--- config.mk ---
export PLATFORM = sky130hd
export DESIGN_NAME = as_wb_bridge_p
export DESIGN_NICKNAME = d
export VERILOG_FILES = /design/src/rtl/as_wb_bridge_p.sv
export SDC_FILE = /design/constraint.sdc
export NUM_CORES = 1
export LEC_CHECK = 0
export CELL_PAD_IN_SITES_DETAIL_PLACEMENT = 0
export CELL_PAD_IN_SITES_GLOBAL_PLACEMENT = 1
export CORE_AREA = 4 4 101 103
export CTS_CLUSTER_SIZE = 40
export DETAILED_ROUTE_END_ITERATION = 10
export DIE_AREA = 0 0 105 107
export GPL_TIMING_DRIVEN = 0
export PLACE_DENSITY = 0.94
export SLEW_MARGIN = 20
export SYNTH_ARGS = -nofsm -noshare
export SYNTH_HDL_FRONTEND = slang
export SYNTH_SLANG_ARGS = --single-unit
--- constraint.sdc ---
create_clock -name clk -period 6.3 [get_ports clk]
set_input_delay 0.945 -clock clk [delete_from_list [all_inputs] [get_ports clk]]
set_output_delay 0.945 -clock clk [all_outputs]
set_load 0.01 [all_outputs]
--- src/rtl/as_wb_bridge_p.sv ---
// Byte-serial command to WishBone master bridge: single read/write, burst read, status replies.
// Optional macro AS_WB_TIMEOUT_EN aborts a WishBone cycle after WB_TIMEOUT unanswered cycles.
module as_wb_bridge_p #(
  parameter int ADDR_BYTES = 2,
  parameter int DATA_BYTES = 2,
  parameter int WB_TIMEOUT = 255
) (
  input  logic                    clk,
  input  logic                    reset,
  input  logic [7:0]              as_data_i,
  input  logic                    as_dstrb_i,
  output logic                    as_busy_o,
  output logic [7:0]              as_data_o,
  output logic                    as_dstrb_o,
  input  logic                    as_busy_i,
  output logic                    wb_cyc_o,
  output logic                    wb_stb_o,
  output logic                    wb_we_o,
  output logic [8*ADDR_BYTES-1:0] wb_adr_o,
  output logic [8*DATA_BYTES-1:0] wb_dat_o,
  input  logic [8*DATA_BYTES-1:0] wb_dat_i,
  input  logic                    wb_ack_i,
  input  logic                    wb_err_i
);

  localparam int AW   = 8 * ADDR_BYTES;
  localparam int DW   = 8 * DATA_BYTES;
  localparam int MAXB = (ADDR_BYTES > DATA_BYTES) ? ADDR_BYTES : DATA_BYTES;
  localparam int BW   = $clog2(MAXB) + 1;
  localparam logic [BW-1:0] ADDR_LAST = BW'(ADDR_BYTES - 1);
  localparam logic [BW-1:0] DATA_LAST = BW'(DATA_BYTES - 1);

  localparam logic [1:0] CMD_RD = 2'd1;
  localparam logic [1:0] CMD_WR = 2'd2;
  localparam logic [1:0] CMD_BR = 2'd3;

  localparam logic [7:0] ST_ACK    = 8'h01;
  localparam logic [7:0] ST_ERR    = 8'h02;
  localparam logic [7:0] ST_BADCMD = 8'h03;

  typedef enum logic [2:0] {
    S_CMD, S_ADDR, S_DATA, S_CNT, S_WB, S_STAT, S_RDATA
  } state_t;

  state_t          r_state;
  logic [1:0]      r_cmd;
  logic [BW-1:0]   r_bcnt;
  logic [7:0]      r_beats;
  logic [7:0]      r_status;
  logic [DW-1:0]   r_rdata;
  logic [AW-1:0]   r_adr;
  logic [DW-1:0]   r_wdat;
  logic            r_cyc;
  logic            r_stb;
  logic            r_we;
  logic [7:0]      r_dout;
  logic            r_dstrb;
  logic            w_accept;
  logic            w_tmo_hit;

  assign as_busy_o  = !(r_state == S_CMD || r_state == S_ADDR ||
                        r_state == S_DATA || r_state == S_CNT);
  assign w_accept   = as_dstrb_i && !as_busy_o;
  assign as_data_o  = r_dout;
  assign as_dstrb_o = r_dstrb;
  assign wb_cyc_o   = r_cyc;
  assign wb_stb_o   = r_stb;
  assign wb_we_o    = r_we;
  assign wb_adr_o   = r_adr;
  assign wb_dat_o   = r_wdat;

`ifdef AS_WB_TIMEOUT_EN
  localparam int TW = $clog2(WB_TIMEOUT + 1);
  logic [TW-1:0] r_tmo;

  // Fires on the edge that would bring the count to WB_TIMEOUT
  assign w_tmo_hit = r_cyc && (r_tmo == TW'(WB_TIMEOUT - 1));

  always_ff @(posedge clk) begin
    if (!reset || r_state != S_WB || !r_cyc) r_tmo <= '0;
    else                                     r_tmo <= r_tmo + TW'(1);
  end
`else
  // No timeout: a stalled slave holds the bridge until ack/err
  assign w_tmo_hit = (WB_TIMEOUT < 0);
`endif

  always_ff @(posedge clk) begin
    if (!reset) begin
      r_state  <= S_CMD;
      r_cmd    <= 2'd0;
      r_bcnt   <= '0;
      r_beats  <= 8'd0;
      r_status <= 8'd0;
      r_rdata  <= '0;
      r_adr    <= '0;
      r_wdat   <= '0;
      r_cyc    <= 1'b0;
      r_stb    <= 1'b0;
      r_we     <= 1'b0;
      r_dout   <= 8'd0;
      r_dstrb  <= 1'b0;
    end else begin
      r_dstrb <= 1'b0;
      case (r_state)
        S_CMD: if (w_accept) begin
          r_bcnt  <= '0;
          r_beats <= 8'd0;
          if (as_data_i == 8'h01 || as_data_i == 8'h02 || as_data_i == 8'h03) begin
            r_cmd   <= as_data_i[1:0];
            r_state <= S_ADDR;
          end else begin
            r_cmd    <= 2'd0;
            r_status <= ST_BADCMD;
            r_state  <= S_STAT;
          end
        end
        S_ADDR: if (w_accept) begin
          r_adr[8*r_bcnt +: 8] <= as_data_i;
          if (r_bcnt == ADDR_LAST) begin
            r_bcnt <= '0;
            case (r_cmd)
              CMD_WR:  r_state <= S_DATA;
              CMD_BR:  r_state <= S_CNT;
              default: r_state <= S_WB;
            endcase
          end else begin
            r_bcnt <= r_bcnt + BW'(1);
          end
        end
        S_DATA: if (w_accept) begin
          r_wdat[8*r_bcnt +: 8] <= as_data_i;
          if (r_bcnt == DATA_LAST) begin
            r_bcnt  <= '0;
            r_state <= S_WB;
          end else begin
            r_bcnt <= r_bcnt + BW'(1);
          end
        end
        S_CNT: if (w_accept) begin
          r_beats <= as_data_i;
          r_state <= S_WB;
        end
        // First cycle in WB raises the strobe; afterwards wait for ack/err/timeout
        S_WB: begin
          if (!r_cyc) begin
            r_cyc <= 1'b1;
            r_stb <= 1'b1;
            r_we  <= (r_cmd == CMD_WR);
          end else if (wb_err_i || w_tmo_hit) begin
            r_cyc    <= 1'b0;
            r_stb    <= 1'b0;
            r_we     <= 1'b0;
            r_status <= ST_ERR;
            r_state  <= S_STAT;
          end else if (wb_ack_i) begin
            r_cyc    <= 1'b0;
            r_stb    <= 1'b0;
            r_we     <= 1'b0;
            r_rdata  <= wb_dat_i;
            r_status <= ST_ACK;
            r_state  <= S_STAT;
          end
        end
        S_STAT: if (!as_busy_i) begin
          r_dout  <= r_status;
          r_dstrb <= 1'b1;
          r_bcnt  <= '0;
          if (r_status == ST_ACK && r_cmd != CMD_WR) r_state <= S_RDATA;
          else                                       r_state <= S_CMD;
        end
        S_RDATA: if (!as_busy_i) begin
          r_dout  <= r_rdata[8*r_bcnt +: 8];
          r_dstrb <= 1'b1;
          if (r_bcnt == DATA_LAST) begin
            r_bcnt <= '0;
            if (r_beats != 8'd0) begin
              r_beats <= r_beats - 8'd1;
              r_adr   <= r_adr + AW'(1);
              r_state <= S_WB;
            end else begin
              r_state <= S_CMD;
            end
          end else begin
            r_bcnt <= r_bcnt + BW'(1);
          end
        end
        default: r_state <= S_CMD;
      endcase
    end
  end

endmodule

# Word-level counts from Yosys, hierarchy flattened
# Index checks and enable logic that the tools add are counted.
[classes]
addsub = 4
n_eq_ne = 29
shifts = 3
muxes = 54
bitwise = 1
n_reduce_logical = 28
[op_table]
columns = ["op", "count"]
rows = [
  ["8-bit 2-to-1 mux", 12],
  ["16-bit 2-to-1 mux", 4],
  ["3-bit 2-to-1 mux", 15],
  ["5-bit negation with 34-bit output", 1],
  ["8-bit by 34-bit variable shift with 16-bit output (first input constant)", 1],
  ["8-bit by 34-bit indexed part select with 16-bit output", 1],
  ["16-bit bitwise mux", 2],
  ["16-bit one-hot mux with 2 select lines", 1],
  ["8-bit one-hot mux with 2 select lines", 2],
  ["8-bit one-hot mux with 3 select lines", 1],
  ["2-bit != test (second input constant)", 11],
  ["3-bit one-hot mux with 7 select lines", 1],
  ["16-bit by 1-bit adder with 16-bit output (second input constant)", 1],
  ["8-bit by 1-bit equality test with 1-bit output (second input constant)", 2],
  ["8-bit by 2-bit equality test with 1-bit output (second input constant)", 2],
  ["16-bit by 6-bit indexed part select with 8-bit output", 1],
  ["5-bit AND reduction", 3],
  ["2-bit 2-to-1 mux", 6],
  ["11-bit AND reduction", 1],
  ["3-bit equality test (second input constant)", 3],
  ["1-bit 2-to-1 mux", 8],
  ["2-bit one-hot mux with 4 select lines", 1],
  ["2-bit AND reduction", 4],
  ["8-bit nonzero test", 1],
  ["other kinds (21)", 34],
]
[totals]
ff_bits = 83
in_bits = 30
out_inout_bits = 45
wordCells = 132

# Longest topological paths before layout
[depth]
word_depth = 7
ltp_mapped = 10
ltp_nobuf = 7

# Worst setup path after synthesis
# No wires, ideal clock.
[synth_timing]
path_type = "register to register"
from = "register r_bcnt[0]"
to = "register r_adr[13] (netlist: wb_adr_o[13])"
setup_time_ns = 0.116
arrival_time_ns = 2.319
t_required_ns = 6.184
setup_slack_ns = 3.865
stages_incl_launch_ff = 10
path_buffers = 3
period_less_slack_ns = 2.435
path_cell_list = "dfxtp_1 buf_1 inv_1 ha_1 and3b_1 clkbuf_1 and3_1 clkbuf_1 a22o_1 a31o_2"
[synth_via]
elab_chain_len = 5
elab_cells_between_ends = 9
classes_between = "1 x add/sub; 2 x eq/ne; 2 x shift; 3 x mux; 1 x reduce/logical"
[synth_lines]
columns = ["element", "line", "source"]
rows = [
  ["from (decl)", "47", "logic [BW-1:0] r_bcnt;"],
  ["from (signal assigned)", "128", "r_bcnt <= r_bcnt + BW'(1);"],
  ["from (signal assigned)", "137", "r_bcnt <= r_bcnt + BW'(1);"],
  ["from (signal assigned)", "185", "r_bcnt <= r_bcnt + BW'(1);"],
  ["5-bit negation with 34-bit output", "119", "r_adr[8*r_bcnt +: 8] <= as_data_i;"],
  ["8-bit by 34-bit indexed part select with 16-bit output / 8-bit by 34-bit variable shift with 16-bit output (equally long branches)", "119", ""],
  ["16-bit bitwise mux", "119", ""],
  ["16-bit 2-to-1 mux", "118", "S_ADDR: if (w_accept) begin"],
  ["16-bit one-hot mux with 2 select lines", "105", "case (r_state)"],
  ["to (signal, indexed assignment)", "119", ""],
  ["to (signal assigned)", "179", "r_adr <= r_adr + AW'(1);"],
  ["to (decl)", "51", "logic [AW-1:0] r_adr;"],
]
# Several ways; a longest one is shown, not always the timed one. The select of a mux whose other input is x is not followed.
# A chain may end at the register's enable or synchronous reset.

# Worst setup path after layout
[layout_timing]
from = "register r_bcnt[0]"
to = "register r_adr[4] (netlist: wb_adr_o[4])"
# Same word-level chain as after synthesis.

==> flow_metrics.py <==
metrics = {
    "pwr": {
        "p_clk_share_pct": 25.0,
        "switchingPower_mw": 0.605,
        "peakVddDrop_mv": 0.143,
        "powerDensity_nw_per_um2": 337,
        "swShare_pct": 36.1,
        "intPower_mw": 1.07,
        "p_comb_share_pct": 38.9,
        "seq_power_share_pct": 36.1,
        "leakagePower_nw": 1.87,
    },
    "routing": {
        "wirelength_mm": 11.5,
        "vias": 3819,
        "ant_nets": 0,
        "drt_iter0_markers": 283,
        "dr.pass1.iters": 4,
        "drc": 0,
        "via_per_inst": 5.83,
        "wl_per_cell_um": 17.5,
    },
    "timing": {
        "fmax_mhz": 334,
        "fin_ws_ns": 3.30,
        "min_period_ns": 3.00,
        "tightest_slew_ns": 0.678,
        "slew_headroom_pct": 54.4,
        "finalHoldViolCount": 0,
        "tns_ns": 0,
        "rsz0062_at_grt": "false",
        "drv_slew": 0,
        "setup_viol": 0,
        "timing.final.crit_share_pct": 47.5,
        "fin_skew_ns": 0.00974,
    },
    "clock_network": {
        "post_cts_resized": 0,
        "root_buffer": "clkbuf_8",
        "clock_latency_ns": 0.35,
        "cts_buffers": 9,
        "cts_tree": "done",
        "cts_setup_buffers": 0,
        "cts_hold_buf": 0,
        "htreeDepth": 3,
        "clock_path_buffers": 2,
        "cts.clk_slew.worst_paths_ns": 0.08,
        "cts.sinks": 77,
    },
    "logic_synthesis": {
        "synth_top_flop_cell": "dfxtp_1",
        "async_flop_share_pct": 0,
        "synthSimpleGateAreaFrac_pct": 21.4,
        "synth_compound_area_share_pct": 23.4,
        "ys_seq_elements": 77,
        "synth_seq_area_share_pct": 39.9,
        "syn_inst": 456,
        "synth_edf_count": 0,
        "synth.cell_area_sq_um": 3870,
        "yosys.area_share.xor_xnor_pct": 1.13,
        "synthDistinctLibCells": 61,
        "synth_top_family_by_area": "compound AO/OA/AOI/OAI gates",
        "synth-adder-area-share_pct": 1.94,
        "avgSynthCellArea_sq_um": 8.48,
        "synth_mux_area_share_pct": 6.73,
        "synth_nets": 492,
        "yosys_warnings": 0,
    },
    "global_routing": {
        "antenna_found_initial": 0,
        "grt_pass1_wl_mm": 18.5,
        "grt_pass1_vias": 3710,
        "grt-ovfl-total": 0,
        "grt_max_degree": 13,
        "grtUsageTotal_pct": 20.7,
    },
    "worst_hold_path": {
        "whs_endpoint": "wb_dat_o[3]",
        "hold_depth": 2,
        "hold_class": "reg2reg",
        "min-delay-start": "wb_dat_o[3]",
    },
    "flow_run": {
        "timing.max_cap.violations": 0,
    },
    "worst_setup_path": {
        "setup.worst_path.end_class": "register",
        "slowest_delay_ns": 0.55,
        "path_max_fanout": 10,
        "cp.required_ns": 6.60,
        "r2r_cells": 8,
        "worst-path-buf-inv": 3,
        "r2r_start": "r_bcnt[0]",
        "worst-r2r-setup-slack_ns": 3.30,
        "path_cells": "buf_1, inv_1, ha_1, nor3b_1, clkbuf_1, nand2_1, a21oi_1, o221a_2",
        "arrival_ns": 3.29,
        "cp_top_family": "buffers and inverters",
        "crit_path_start_kind": "register",
        "slowest_stage": "nor3b_1",
        "timing_worst_setup_path_type": "reg2reg",
        "rr_endpoint": "wb_adr_o[4]",
    },
    "placement": {
        "port_buffers": 74,
        "post-place-ws_ns": 3.19,
        "gp_congestion": 0.879,
        "hpwl_mm": 8.39,
        "dp.cells": 641,
    },
    "layout": {
        "drive_above_1_share_pct": 7.72,
        "antenna_cells": 0,
        "final_cell_count_no_fill": 655,
        "nets": 577,
        "area_growth_syn_to_layout_pct": 28.4,
        "final_util_pct": 54.0,
    },
    "floorplanning": {
        "core_sq_um": 9200,
        "placementRows": 35,
        "io_pins": 75,
        "die_y_um": 107,
        "die_x_um": 105,
        "initial_core_util_pct": 42.1,
        "die-area_sq_um": 11200,
    },
    "outcome": {
        "status": "complete, no violations",
    },
}
==> placed cells by master, fill, tap and decap left out, drive strengths merged, types with 7 or more instances in the layout <==
cell,synthesis,final
a21oi,42,42
o21ai,17,17
clkbuf,20,31
mux2i,26,26
dfxtp,77,77
o31ai,7,7
inv,13,14
nand2,38,38
a211oi,7,7
clkdlybuf4s50,0,74
nand3,27,27
nor2,53,53
a31oi,12,12
nor3,8,8
buf,12,12
==> tightest hold or removal path, delay by kind of cell, from the launching register on <==
family	cells	cell delay [ns]
and+or+nand+nor	1	0.05
DFF	1	0.31
AOI/OAI and AO/OA	1	0.05
==> worst max-delay path by stage <==
stage	start	slack (ns)	endpoint	cells after the start
final	r_bcnt[0]	3.30	wb_adr_o[4]	8
after global routing	r_bcnt[0]	3.12	wb_adr_o[4]	8
after CTS	r_bcnt[0]	3.33	wb_adr_o[4]	8
after detailed placement	as_data_i[6]	3.19	r_status[0]	6
after global placement	as_data_i[7]	3.20	r_status[1]	6
after floorplan	r_bcnt[0]	3.86	wb_adr_o[13]	9
==> final cells by class <==
cell class / instances / area, sq um
plain buffers: 32 / 166
clock buffers: 11 / 151
clock inverters: 3 / 68.8
fillers: 878 / 4230
inverters: 13 / 48.8
multi-input cells: 334 / 2110
flip-flops and latches: 77 / 1540
well taps: 111 / 139
repair buffers: 74 / 741
==> sequential cells by signal, summed over array words and instances (netlist names) <==
| register | cells |
|---|---|
| r_rdata | 16 |
| as_data_o | 8 |
| wb_cyc_o | 1 |
| wb_we_o | 1 |
| r_beats | 8 |
| r_cmd | 2 |
| as_dstrb_o | 1 |
| r_bcnt | 2 |
| wb_dat_o | 16 |
| wb_adr_o | 16 |
| r_status | 2 |
| wb_stb_o | 1 |
| r_state | 3 |
==> stage by stage <==
stage / total power [mW] / instance area (sq um) / hold WS, ns
global placement: 1.24 / 4750 / 0.441
finish: 1.68 / 4970 / 0.455
floorplan: 1.05 / 3870 / 0.440
detailed placement: 1.26 / 4750 / 0.445
CTS: 1.68 / 4970 / 0.462
global route: 1.78 / 4970 / 0.475
==> layer usage <==
metal / share of wire (%) / wire (um) / global-route usage (%)
met1: 43 / 4880 / 26.0
met2: 46 / 5250 / 33.0
met3: 9.1 / 1040 / 5.96
met4: 2.5 / 282 / 9.00
met5: 0 / 0 / 0
==> power groups by stage <==
stage,clock (mW),sequential [mW],combinational (mW)
floorplan,0,0.619,0.426
global placement,0,0.614,0.630
detailed placement,0,0.616,0.643
CTS,0.426,0.604,0.646
global route,0.449,0.616,0.712
finish,0.419,0.605,0.651
==> cells in the mapped netlist, types with 2 or more instances <==
cell	number	share of area [%]
nand2_1	38	3.7
and2_1	3	0.49
o21bai_1	2	0.39
a31o_2	2	0.45
or4_1	2	0.39
nand2b_1	3	0.49
a211oi_1	7	1.4
and3b_1	3	0.68
dfxtp_1	77	40
buf_2	4	0.52
nand4_1	6	0.97
xor2_1	4	0.91
o41ai_1	2	0.45
a32oi_1	2	0.45
nor4_1	4	0.65
nand3_1	27	3.5
buf_4	3	0.58
nor2b_1	4	0.65
o21ai_0	15	1.9
ha_1	6	1.9
o211a_1	2	0.52
o221a_2	6	1.7
a22oi_1	3	0.58
clkbuf_1	20	1.9
buf_6	4	1.2
o2bb2ai_1	6	1.4
nor2_1	52	5.0
o211ai_1	6	1.2
and3_1	5	0.81
a221oi_1	3	0.68
a31oi_1	12	1.9
inv_1	13	1.3
o31ai_1	7	1.4
mux2i_1	26	6.7
a21oi_1	42	5.4
nor3b_1	2	0.39
a22o_1	2	0.45
nor3_1	8	1.0
==> cells by family (layout without fill, tap and decap cells) <==
family / count (synthesis) / after routing
compound gates: 131 / 131
xor+xnor: 5 / 5
fa+ha+maj: 6 / 6
buf+inv: 45 / 133
flops: 77 / 77
mux: 26 / 26
simple gates: 166 / 166
(Power assumes the default switching activity.)
==> edit (same flow settings) <==
The parameter `DATA_BYTES` goes from 2 to 4.
--- a/src/rtl/as_wb_bridge_p.sv
+++ b/src/rtl/as_wb_bridge_p.sv
@@ -2,7 +2,7 @@
 // Optional macro AS_WB_TIMEOUT_EN aborts a WishBone cycle after WB_TIMEOUT unanswered cycles.
 module as_wb_bridge_p #(
   parameter int ADDR_BYTES = 2,
-  parameter int DATA_BYTES = 2,
+  parameter int DATA_BYTES = 4,
   parameter int WB_TIMEOUT = 255
 ) (
   input  logic                    clk,
Interface: changed (resized wb_dat_i and wb_dat_o); port bits go from 75 to 107. No check against the original RTL was run, so the function may have changed too.
==> edit against the original RTL <==
- area after synthesis is 38% higher
- the flow now stops in global placement
- synthesized cell count up 38%
==> edit: results (changes against the original RTL) <==
status: "did not finish"
lastStage: "global placement"
stop_error: "[ERROR GPL-0301] Utilization 100.946 % exceeds 100%."
async_flop_share: 0  # unchanged
netlist_instances: 627  # +38%
ys_ff_latch: 110  # +43%
syn_nets: 683  # +39%
yosys-top-cells-area: "dfxtp_1 (41%), nand2_1 (6.7%), a21oi_1 (6.3%)"
port_buffers: 97  # +31%
synth-seq-area-share: 0.412  # +0.0129
yosys-top-cells-count: "dfxtp_1 (110), nand2_1 (95), a21oi_1 (67), nor2_1 (64), clkbuf_1 (29)"
synth.distinct_cells: 69  # +13%
ys_warn_count: 0  # unchanged
synthFlopType: "dfxtp_1"
-- edit: cell count changes after synthesis, moves of 9 or more --
cell,unedited run,this run
a21oi_1,42,67
nand2_1,38,95
clkbuf_1,20,29
dfxtp_1,77,110
nand3_1,27,16
nor2_1,52,64
-- edit: cell families after synthesis --
group / synth area share
buf+inv: 0.0573
simple gates: 0.225
compound gates: 0.180
mux: 0.0823
fa+ha+maj: 0.0234
flops: 0.412
xor+xnor: 0.0210
